<file path="config.mk">
export PLATFORM = sky130hd
export DESIGN_NAME = muldiv_unit
export DESIGN_NICKNAME = d
export VERILOG_FILES = /design/src/rtl/muldiv_pkg.sv /design/src/rtl/muldiv_signfix.sv /design/src/rtl/muldiv_unit.sv
export SDC_FILE = /design/constraint.sdc
export NUM_CORES = 1
export LEC_CHECK = 0
export CAP_MARGIN = 5
export CORE_UTILIZATION = 30
export CTS_BUF_LIST = sky130_fd_sc_hd__clkbuf_8
export CTS_CLUSTER_SIZE = 30
export DETAILED_ROUTE_END_ITERATION = 8
export DONT_BUFFER_PORTS = 1
export HOLD_SLACK_MARGIN = 0.06
export PLACE_DENSITY = 0.42
export SKIP_CTS_REPAIR_TIMING = 1
export SLEW_MARGIN = 10
export SYNTH_ARGS = -nofsm -noshare
export SYNTH_HDL_FRONTEND = slang
export SYNTH_SLANG_ARGS = --single-unit
</file>
<file path="constraint.sdc">
create_clock -name clk -period 15.7 [get_ports clk]
set_clock_uncertainty 0.2 [all_clocks]
set_input_delay 3.14 -clock clk [delete_from_list [all_inputs] [get_ports clk]]
set_output_delay 3.14 -clock clk [all_outputs]
set_load 0.005 [all_outputs]
</file>
<file path="src/rtl/muldiv_pkg.sv">
// Shared encodings for the iterative multiply/divide unit: op codes, FSM states,
// divide-by-zero fill constant and small op-classification helpers.
package muldiv_pkg;

    typedef enum logic [2:0] {
        MD_MULT  = 3'd0,
        MD_MULTU = 3'd1,
        MD_MADD  = 3'd2,
        MD_MADDU = 3'd3,
        MD_MSUB  = 3'd4,
        MD_MSUBU = 3'd5,
        MD_DIV   = 3'd6,
        MD_DIVU  = 3'd7
    } muldiv_op_e;

    localparam int unsigned MULDIV_STATE_W = 2;
    localparam logic [MULDIV_STATE_W-1:0] ST_IDLE = 2'd0;
    localparam logic [MULDIV_STATE_W-1:0] ST_CALC = 2'd1;
    localparam logic [MULDIV_STATE_W-1:0] ST_FIX  = 2'd2;
    localparam logic [MULDIV_STATE_W-1:0] ST_DONE = 2'd3;

    // LO value returned on divide-by-zero; sliced to WIDTH by the user
    localparam int unsigned MULDIV_MAX_W = 128;
    localparam logic [MULDIV_MAX_W-1:0] MULDIV_DIVZERO_LO = '1;

    function automatic logic op_is_signed(input muldiv_op_e op);
        return op inside {MD_MULT, MD_MADD, MD_MSUB, MD_DIV};
    endfunction

    function automatic logic op_is_div(input muldiv_op_e op);
        return op inside {MD_DIV, MD_DIVU};
    endfunction

endpackage

</file>
<file path="src/rtl/muldiv_signfix.sv">
// Final-cycle fixup: restores signs of product/quotient/remainder and applies
// the HI/LO accumulate or subtract for MADD*/MSUB*.
module muldiv_signfix
    import muldiv_pkg::*;
#(
    parameter int unsigned WIDTH = 32
) (
    input  muldiv_op_e           op_i,
    input  logic [2*WIDTH-1:0]   acc_i,
    input  logic [2*WIDTH-1:0]   hilo_i,
    input  logic                 neg_res_i,
    input  logic                 neg_dvd_i,
    output logic [2*WIDTH-1:0]   result_c
);

    localparam int unsigned DW = 2 * WIDTH;

    logic [DW-1:0]    prod;
    logic [WIDTH-1:0] quo;
    logic [WIDTH-1:0] rem;
    logic [WIDTH-1:0] quo_f;
    logic [WIDTH-1:0] rem_f;

    always_comb begin : fix_comb
        prod     = neg_res_i ? (~acc_i + DW'(1)) : acc_i;
        quo      = acc_i[WIDTH-1:0];
        rem      = acc_i[DW-1:WIDTH];
        quo_f    = neg_res_i ? (~quo + WIDTH'(1)) : quo;
        // remainder follows the dividend so division truncates toward zero
        rem_f    = neg_dvd_i ? (~rem + WIDTH'(1)) : rem;
        result_c = prod;
        case (op_i)
            MD_MADD, MD_MADDU: result_c = hilo_i + prod;
            MD_MSUB, MD_MSUBU: result_c = hilo_i - prod;
            MD_DIV,  MD_DIVU:  result_c = {rem_f, quo_f};
            default:           result_c = prod;
        endcase
    end

endmodule

</file>
<file path="src/rtl/muldiv_unit.sv">
// Iterative multiply / multiply-accumulate / divide unit for the execute stage:
// one radix-2 iteration per cycle, followed by a single sign-fix cycle.
module muldiv_unit
    import muldiv_pkg::*;
#(
    parameter int unsigned WIDTH = 32,
    parameter int unsigned CNT_W = $clog2(WIDTH) + 1
) (
    input  logic                 clk,
    input  logic                 rst,
    input  logic                 start_i,
    input  logic [2:0]           op_i,
    input  logic [WIDTH-1:0]     opdata1_i,
    input  logic [WIDTH-1:0]     opdata2_i,
    input  logic [2*WIDTH-1:0]   hilo_i,
    input  logic                 annul_i,
    output logic                 busy_o,
    output logic                 ready_o,
    output logic [2*WIDTH-1:0]   result_o
);

    localparam int unsigned DW = 2 * WIDTH;

    logic [MULDIV_STATE_W-1:0] state_q, state_nxt;
    muldiv_op_e                op_q, op_nxt, op_in;
    logic [WIDTH-1:0]          a_q, a_nxt;
    logic [WIDTH-1:0]          b_q, b_nxt;
    logic                      neg_res_q, neg_res_nxt;
    logic                      neg_dvd_q, neg_dvd_nxt;
    logic [DW-1:0]             hilo_q, hilo_nxt;
    logic [DW-1:0]             acc_q, acc_nxt;
    logic [CNT_W-1:0]          cnt_q, cnt_nxt;
    logic [DW-1:0]             result_nxt;
    logic                      busy_nxt, ready_nxt;

    logic                      in_signed, in_div;
    logic [WIDTH-1:0]          mag1, mag2;
    logic [WIDTH:0]            mul_sum;
    logic [DW-1:0]             mul_step;
    logic [WIDTH:0]            div_shift;
    logic [WIDTH+1:0]          div_diff;
    logic                      div_nb;
    logic [DW-1:0]             div_step;
    logic [DW-1:0]             fix_res;

    assign op_in = muldiv_op_e'(op_i);

    // Request decode: operand magnitudes for signed ops, raw for unsigned
    always_comb begin : in_decode
        in_signed = op_is_signed(op_in);
        in_div    = op_is_div(op_in);
        mag1      = (in_signed && opdata1_i[WIDTH-1]) ? (~opdata1_i + WIDTH'(1)) : opdata1_i;
        mag2      = (in_signed && opdata2_i[WIDTH-1]) ? (~opdata2_i + WIDTH'(1)) : opdata2_i;
    end

    // One iteration of each algorithm; acc holds {upper, lower} working halves
    always_comb begin : step_comb
        mul_sum   = {1'b0, acc_q[DW-1:WIDTH]} + {1'b0, (acc_q[0] ? a_q : WIDTH'(0))};
        mul_step  = {mul_sum, acc_q[WIDTH-1:1]};
        div_shift = acc_q[DW-1:WIDTH-1];
        div_diff  = {1'b0, div_shift} - {2'b00, b_q};
        div_nb    = ~div_diff[WIDTH+1];
        div_step  = {(div_nb ? WIDTH'(div_diff) : WIDTH'(div_shift)), acc_q[WIDTH-2:0], div_nb};
    end

    muldiv_signfix #(
        .WIDTH (WIDTH)
    ) u_signfix (
        .op_i      (op_q),
        .acc_i     (acc_q),
        .hilo_i    (hilo_q),
        .neg_res_i (neg_res_q),
        .neg_dvd_i (neg_dvd_q),
        .result_c  (fix_res)
    );

    // Next-state and datapath update
    always_comb begin : fsm_comb
        state_nxt   = state_q;
        op_nxt      = op_q;
        a_nxt       = a_q;
        b_nxt       = b_q;
        neg_res_nxt = neg_res_q;
        neg_dvd_nxt = neg_dvd_q;
        hilo_nxt    = hilo_q;
        acc_nxt     = acc_q;
        cnt_nxt     = cnt_q;
        result_nxt  = result_o;

        case (state_q)
            ST_IDLE: begin
                if (start_i && !annul_i) begin
                    if (in_div && (opdata2_i == '0)) begin
                        state_nxt  = ST_DONE;
                        result_nxt = {opdata1_i, MULDIV_DIVZERO_LO[WIDTH-1:0]};
                    end else begin
                        state_nxt   = ST_CALC;
                        op_nxt      = op_in;
                        a_nxt       = mag1;
                        b_nxt       = mag2;
                        neg_res_nxt = in_signed && (opdata1_i[WIDTH-1] ^ opdata2_i[WIDTH-1]);
                        neg_dvd_nxt = in_signed && opdata1_i[WIDTH-1];
                        hilo_nxt    = hilo_i;
                        cnt_nxt     = '0;
                        // multiplier or dividend starts in the low half
                        acc_nxt     = {WIDTH'(0), (in_div ? mag1 : mag2)};
                    end
                end
            end
            ST_CALC: begin
                if (annul_i) begin
                    state_nxt = ST_IDLE;
                end else begin
                    acc_nxt = op_is_div(op_q) ? div_step : mul_step;
                    cnt_nxt = cnt_q + CNT_W'(1);
                    if (cnt_q == CNT_W'(WIDTH - 1)) begin
                        state_nxt = ST_FIX;
                    end
                end
            end
            ST_FIX: begin
                if (annul_i) begin
                    state_nxt = ST_IDLE;
                end else begin
                    state_nxt  = ST_DONE;
                    result_nxt = fix_res;
                end
            end
            ST_DONE: state_nxt = ST_IDLE;
            default: state_nxt = ST_IDLE;
        endcase

        busy_nxt  = (state_nxt != ST_IDLE);
        ready_nxt = (state_nxt == ST_DONE);
    end

    always_ff @(posedge clk or negedge rst) begin : state_reg
        if (!rst) begin
            state_q   <= ST_IDLE;
            op_q      <= MD_MULT;
            a_q       <= '0;
            b_q       <= '0;
            neg_res_q <= 1'b0;
            neg_dvd_q <= 1'b0;
            hilo_q    <= '0;
            acc_q     <= '0;
            cnt_q     <= '0;
            busy_o    <= 1'b0;
            ready_o   <= 1'b0;
            result_o  <= '0;
        end else begin
            state_q   <= state_nxt;
            op_q      <= op_nxt;
            a_q       <= a_nxt;
            b_q       <= b_nxt;
            neg_res_q <= neg_res_nxt;
            neg_dvd_q <= neg_dvd_nxt;
            hilo_q    <= hilo_nxt;
            acc_q     <= acc_nxt;
            cnt_q     <= cnt_nxt;
            busy_o    <= busy_nxt;
            ready_o   <= ready_nxt;
            result_o  <= result_nxt;
        end
    end

endmodule

</file>
=== Word level (Yosys, flattened, before mapping) ===
Index checks and enable logic that the tools add are counted.

* Bits in registers: 271
* Bits in latches: 0
* Bits in writable memories: 0
* Memory bits (read-only): 0
* Memories kept: 0

* Add/subtract/negate cells: 10
* Multiply operators: 0
* Divide/modulo/power cells: 0
* Magnitude comparators: 0
* Equality and inequality tests: 20
* Shift-type cells: 0
* Muxes and demuxes: 28
* Bitwise operators: 8
* Reduce and logical (&&, ||, !) cells: 21

{| class="wikitable"
|+ Operators by type and width
! kind !! number
|-
| 2-to-1 mux 64 bit || 8
|-
| one-hot mux 64 bit (2 select lines) || 2
|-
| 2-to-1 mux 32 bit || 7
|-
| one-hot mux 64 bit (3 select lines) || 1
|-
| adder 32 x 1 -> 32 bit (second input constant) || 4
|-
| NOT 32 bit || 4
|-
| adder 64 x 1 -> 64 bit (second input constant) || 1
|-
| adder 64 bit || 1
|-
| NOT 64 bit || 1
|-
| subtractor 64 bit || 1
|-
| subtractor 33 x 32 -> 34 bit || 1
|-
| adder 32 x 32 -> 33 bit || 1
|-
| zero test 32 bit || 1
|-
| equality test 3 bit (second input constant) || 7
|-
| 2-to-1 mux 6 bit || 3
|-
| one-hot mux 6 bit (2 select lines) || 1
|-
| 2-to-1 mux 2 bit || 5
|-
| inequality test 2 bit (second input constant) || 5
|-
| nonzero test 2 bit || 5
|-
| equality test 3 x 2 -> 1 bit (second input constant) || 3
|-
| one-hot mux 2 bit (4 select lines) || 1
|-
| AND reduction 4 bit || 2
|-
| adder 6 x 1 -> 6 bit (second input constant) || 1
|-
| equality test 2 bit (second input constant) || 3
|-
| other kinds (11) || 18
|}

=== Depth between registers and ports, before layout ===
* Word-level depth: 8
* Mapped depth: 29

=== Modules after synthesis ===
A second synthesis with hierarchy kept.

* Cells, all modules: 3427
* Area, all modules: 25841.0 sq um

{| class="wikitable"
|+ By module, submodules not included
! module !! instances !! cells an instance !! area an instance (sq um) !! seq. area each (sq um)
|-
| muldiv_unit || 1 || 2064 || 16692.3 || 6781.5
|-
| muldiv_signfix || 1 || 1363 || 9148.8 || 0.0
|}

=== Worst setup path after synthesis ===
OpenSTA, ideal clock, no wires.

* Path kind: flip-flop to flip-flop
* Start: register neg_res_q
* End: register result_o[63]
* Data arrival time: 6272 ps
* Required time: 15380 ps
* Slack: 9108 ps
* Stages on the path, launching flop included: 23
* Path buffers: 7
* Period minus slack after synthesis: 6592 ps
* Path through: dfrtp_1 > clkbuf_1 > clkbuf_1 > clkbuf_1 > buf_1 > clkbuf_1 > clkbuf_1 > clkbuf_1 > mux2i_1 > xor2_1 > inv_1 > ha_1 > nor2b_1 > o31a_1 > a211oi_1 > o21ai_0 > a2111oi_0 > o21ai_0 > a211o_1 > o2111ai_1 > a211oi_1 > or3_1 > a31o_1

* Cells in the longest elaborated chain, start to end: 5

{| class="wikitable"
|+ RTL lines
! item !! RTL line !! text
|-
| from (decl) || muldiv_unit.sv:28 || <nowiki>logic neg_res_q, neg_res_nxt;</nowiki>
|-
| from (signal assigned) || muldiv_unit.sv:156 || <nowiki>neg_res_q <= neg_res_nxt;</nowiki>
|-
| 2-to-1 mux 64 bit (*) || muldiv_signfix.sv:25 || <nowiki>prod = neg_res_i ? (~acc_i + DW'(1)) : acc_i;</nowiki>
|-
| subtractor 64 bit / adder 64 bit (equally long branches) || muldiv_signfix.sv:34, muldiv_signfix.sv:33 ||
|-
| one-hot mux 64 bit (3 select lines) (*) || muldiv_signfix.sv:32 || <nowiki>case (op_i)</nowiki>
|-
| 2-to-1 mux 64 bit (*) || muldiv_unit.sv:122 || <nowiki>if (annul_i) begin</nowiki>
|-
| one-hot mux 64 bit (2 select lines) (*) || muldiv_unit.sv:90 || <nowiki>case (state_q)</nowiki>
|-
| to (signal assigned) || muldiv_unit.sv:163 || <nowiki>result_o <= result_nxt;</nowiki>
|-
| to (decl) || muldiv_unit.sv:19 || <nowiki>output logic [2*WIDTH-1:0] result_o</nowiki>
|}

Mark *: on every way between the ends. The rest lies on a longest branch, timed or not. The select of a mux whose other input is x is not followed.
A chain may end at the register's enable or synchronous reset.

=== Worst setup path in the final report ===
* Start: register acc_q[0]
* End: register result_o[56]

* Cells in the longest elaborated chain, start to end: 7

{| class="wikitable"
|+ RTL lines
! item !! RTL line !! text
|-
| from (decl) || muldiv_unit.sv:31 || <nowiki>logic [DW-1:0] acc_q, acc_nxt;</nowiki>
|-
| from (signal assigned) || muldiv_unit.sv:159 || <nowiki>acc_q <= acc_nxt;</nowiki>
|-
| NOT 64 bit || muldiv_signfix.sv:25 ||
|-
| adder 64 x 1 -> 64 bit || muldiv_signfix.sv:25 ||
|-
| 2-to-1 mux 64 bit (*) || muldiv_signfix.sv:25 ||
|-
| subtractor 64 bit / adder 64 bit (equally long branches) || muldiv_signfix.sv:34, muldiv_signfix.sv:33 ||
|-
| one-hot mux 64 bit (3 select lines) (*) || muldiv_signfix.sv:32 ||
|-
| 2-to-1 mux 64 bit (*) || muldiv_unit.sv:122 ||
|-
| one-hot mux 64 bit (2 select lines) (*) || muldiv_unit.sv:90 ||
|}

Marked as above.

==> out/qor.yml <==
p_leak_nw: 11.4
die_area_sq_mm: 0.0842
nNetsFinal: 3341
worstSkewPairLatency_ps: 720
finalSetupViolations: 0
place_congestion: 0.930
yosys-top-cells-count: "398 x nand2_1, 317 x o21ai_0, 270 x a21oi_1, 270 x dfrtp_1, 240 x nor2_1"
synth_edf_count: 0
start_util: 0.303
synth.avg_cell_area_sq_um: 7.78
fin_util: 0.327
intPower_w: 0.00254
hp-class: "register to register"
grt_util_met1: 0.331
vias: 23500
rows: 105
grt_max_degree: 271
worstPathArrival_ps: 8080
seq_power_share: 0.208
cp.required_ps: 16050
fmax_ghz: 0.129
top_usage_layer: "met2"
slew_headroom: 0.182
clockRootBuffer: "clkbuf_8"
ys_top_cells_by_area: "dfrtp_1 27%, ha_1 6.7%, o21ai_0 6.4%, nand2_1 6.0%, xor2_1 5.7%"
fin_setup_tns_ps: 0
drtIter0Drc: 1883
critPathKind: "register to register"
vias_per_cell: 5.62
rsz0062_at_grt: "false"
yosysTopAreaCellShare: 0.271
synth.most_common_cell: "nand2_1"
hold_viol: 0
multiInputGateArea_sq_mm: 0.0170
layoutNonFillerInstCount: 4182
syn_inst: 3200
async_flop_share: 1.00
post-route-period-util: 0.492
syn_to_final_growth_pct: 7.88
status: "complete, no violations"
synth-main-ff-cell: "dfrtp_1"
drt_first_pass_iters: 5
drc: 0
grt_overflow: 0
dp_cells: 4082
p_switching_w: 0.00277
switching_share: 0.522
htreeDepth: 2
p_per_area_mw_per_mm2: 198
ctsLongestPathBuffers: 3
critPathCaptureType: "register"
crit_fanout: 39
drv_slew: 0
power.share.combinational: 0.644
port_buffers: 0
layout_min_cycle_time_ps: 7720
synth-seq-cells: 270
synth.distinct_cells: 89
yosysWarnings: 0
grt_pass1_wl_mm: 152
cts_tree: "built"
ios: 201
grt_pass1_vias: 22900
max-vdd-ir-drop_uv: 76.7
met3_usage: 0.0499
timing.final.ws_setup_ps: 7980
cp-start-kind: "register"
yosysTopAreaCell: "dfrtp_1"
syn_area_sq_mm: 0.0249
totalWireLength_mm: 102
core_sq_mm: 0.0821
tightest_slew_ps: 1230
syn-num-nets: 3471
seq_area_sq_mm: 0.00676
yosysSeqAreaShare: 0.271
clock_sinks: 270
dieHeight_um: 290
track_usage: 0.237
maxCapViolations: 0
pre_cts_slack_ps: 7730
final_layout_size_suffix_gt1_frac: 0.0775
clk_pin_slew_worst_paths_ps: 60
pwr-share-clk: 0.149
dpl.hpwl_mm: 78.6
dieWidth_um: 290
cts_inserted_buffers: 56
antenna_found_initial: 4
ant_nets: 0
grtUsageMet2: 0.372
wire_per_inst_um: 24.5
fill_cells: 8700
## power by group through the flow
| stage | clock network (W) | registers [W] | logic (W) |
|---|---|---|---|
| after floorplan | 0 | 0.000917 | 0.00258 |
| after CTS | 0.000824 | 0.00110 | 0.00339 |
| final | 0.000789 | 0.00110 | 0.00342 |
| after detailed placement | 0 | 0.00111 | 0.00337 |
| after global placement | 0 | 0.00111 | 0.00338 |
| after global routing | 0.000852 | 0.00113 | 0.00376 |
## layout by cell type (no fill, tap or decap), drive strengths merged, types with 78 or more instances in the layout
cell type / synthesis / routed
a21oi: 270 / 270
dfrtp: 270 / 270
ha: 133 / 133
inv: 87 / 107
mux2: 78 / 78
nand2: 399 / 399
nor2: 240 / 240
o21ai: 319 / 319
xnor2: 154 / 154
xor2: 163 / 163
## kinds of logic after synthesis
family,count (synthesis),synth area share
simple gates,1047,0.201
buf+inv,309,0.0477
compound gates,1009,0.250
fa+ha+maj,136,0.0692
xor+xnor,317,0.112
flops,270,0.271
mux,112,0.0489
## critical path, stage by stage (launching register included)
cell      delay (ps)
dfrtp_1          350
buf_4            250
inv_1            190
ha_1             260
nor4b_4          510
a21oi_1          120
or4_1            440
a2111o_1         490
nor4b_4          350
nand4_1          320
nor3_1           440
nand3_1          170
o21ai_0          360
xnor2_1          210
ha_1             340
nand2_1          230
nor2_1            80
nand2_1           70
o211ai_1         120
a211o_1          400
a211o_1          320
o41ai_1          750
o31ai_1          190
xnor2_1          280
o22ai_1          150
## routing by layer
layer  vias to the layer above  part of all wire
li1                      11200                 -
met1                     11500              0.47
met2                       703              0.45
met3                       110             0.062
met4                         2             0.019
met5                         -           0.00012
## stage by stage
stage               instance area (sq um)  total power [W]  hold slack [ps]
finish                              26900          0.00531              275
global route                        26900          0.00574              297
detailed placement                  25700          0.00448              266
floorplan                           24900          0.00349              242
CTS                                 26900          0.00532              279
global placement                    25700          0.00449              258
## state kept, by name (all words and copies together), names as in the netlist
name / cells
a_q: 32
op_q: 2
state_q: 2
ready_o: 1
neg_res_q: 1
acc_q: 64
result_o: 64
busy_o: 1
b_q: 32
hilo_q: 64
cnt_q: 6
neg_dvd_q: 1
## layout make-up
| cell class | instances | share of cell area |
|---|---|---|
| clock inverters | 27 | 0.00661 |
| repair buffers | 33 | 0.00922 |
| diodes | 3 | 0.000279 |
| multi-input cells | 2621 | 0.634 |
| inverters | 88 | 0.0123 |
| well taps | 1070 | 0.0498 |
| flip-flops and latches | 270 | 0.252 |
| clock buffers | 70 | 0.0359 |
## worst paths after layout
path / from / endpoint / slack [ps] / depth (start not counted)
max in group asynchronous: rst / acc_q[5]$_DFFE_PN0P_ / 12890 / 0
min in group asynchronous: rst / hilo_q[57]$_DFFE_PN0P_ / 1950 / 0
hold / removal: a_q[0]$_DFFE_PN0P_ / a_q[0]$_DFFE_PN0P_ / 270 / 2
hold reg to reg: a_q[0]$_DFFE_PN0P_ / a_q[0]$_DFFE_PN0P_ / 270 / 2
setup reg to reg: acc_q[0]$_DFFE_PN0P_ / result_o[56]$_DFFE_PN0P_ / 7980 / 24
setup / recovery: acc_q[0]$_DFFE_PN0P_ / result_o[56]$_DFFE_PN0P_ / 7980 / 24
No activity file was read; power rests on OpenSTA's default activity.
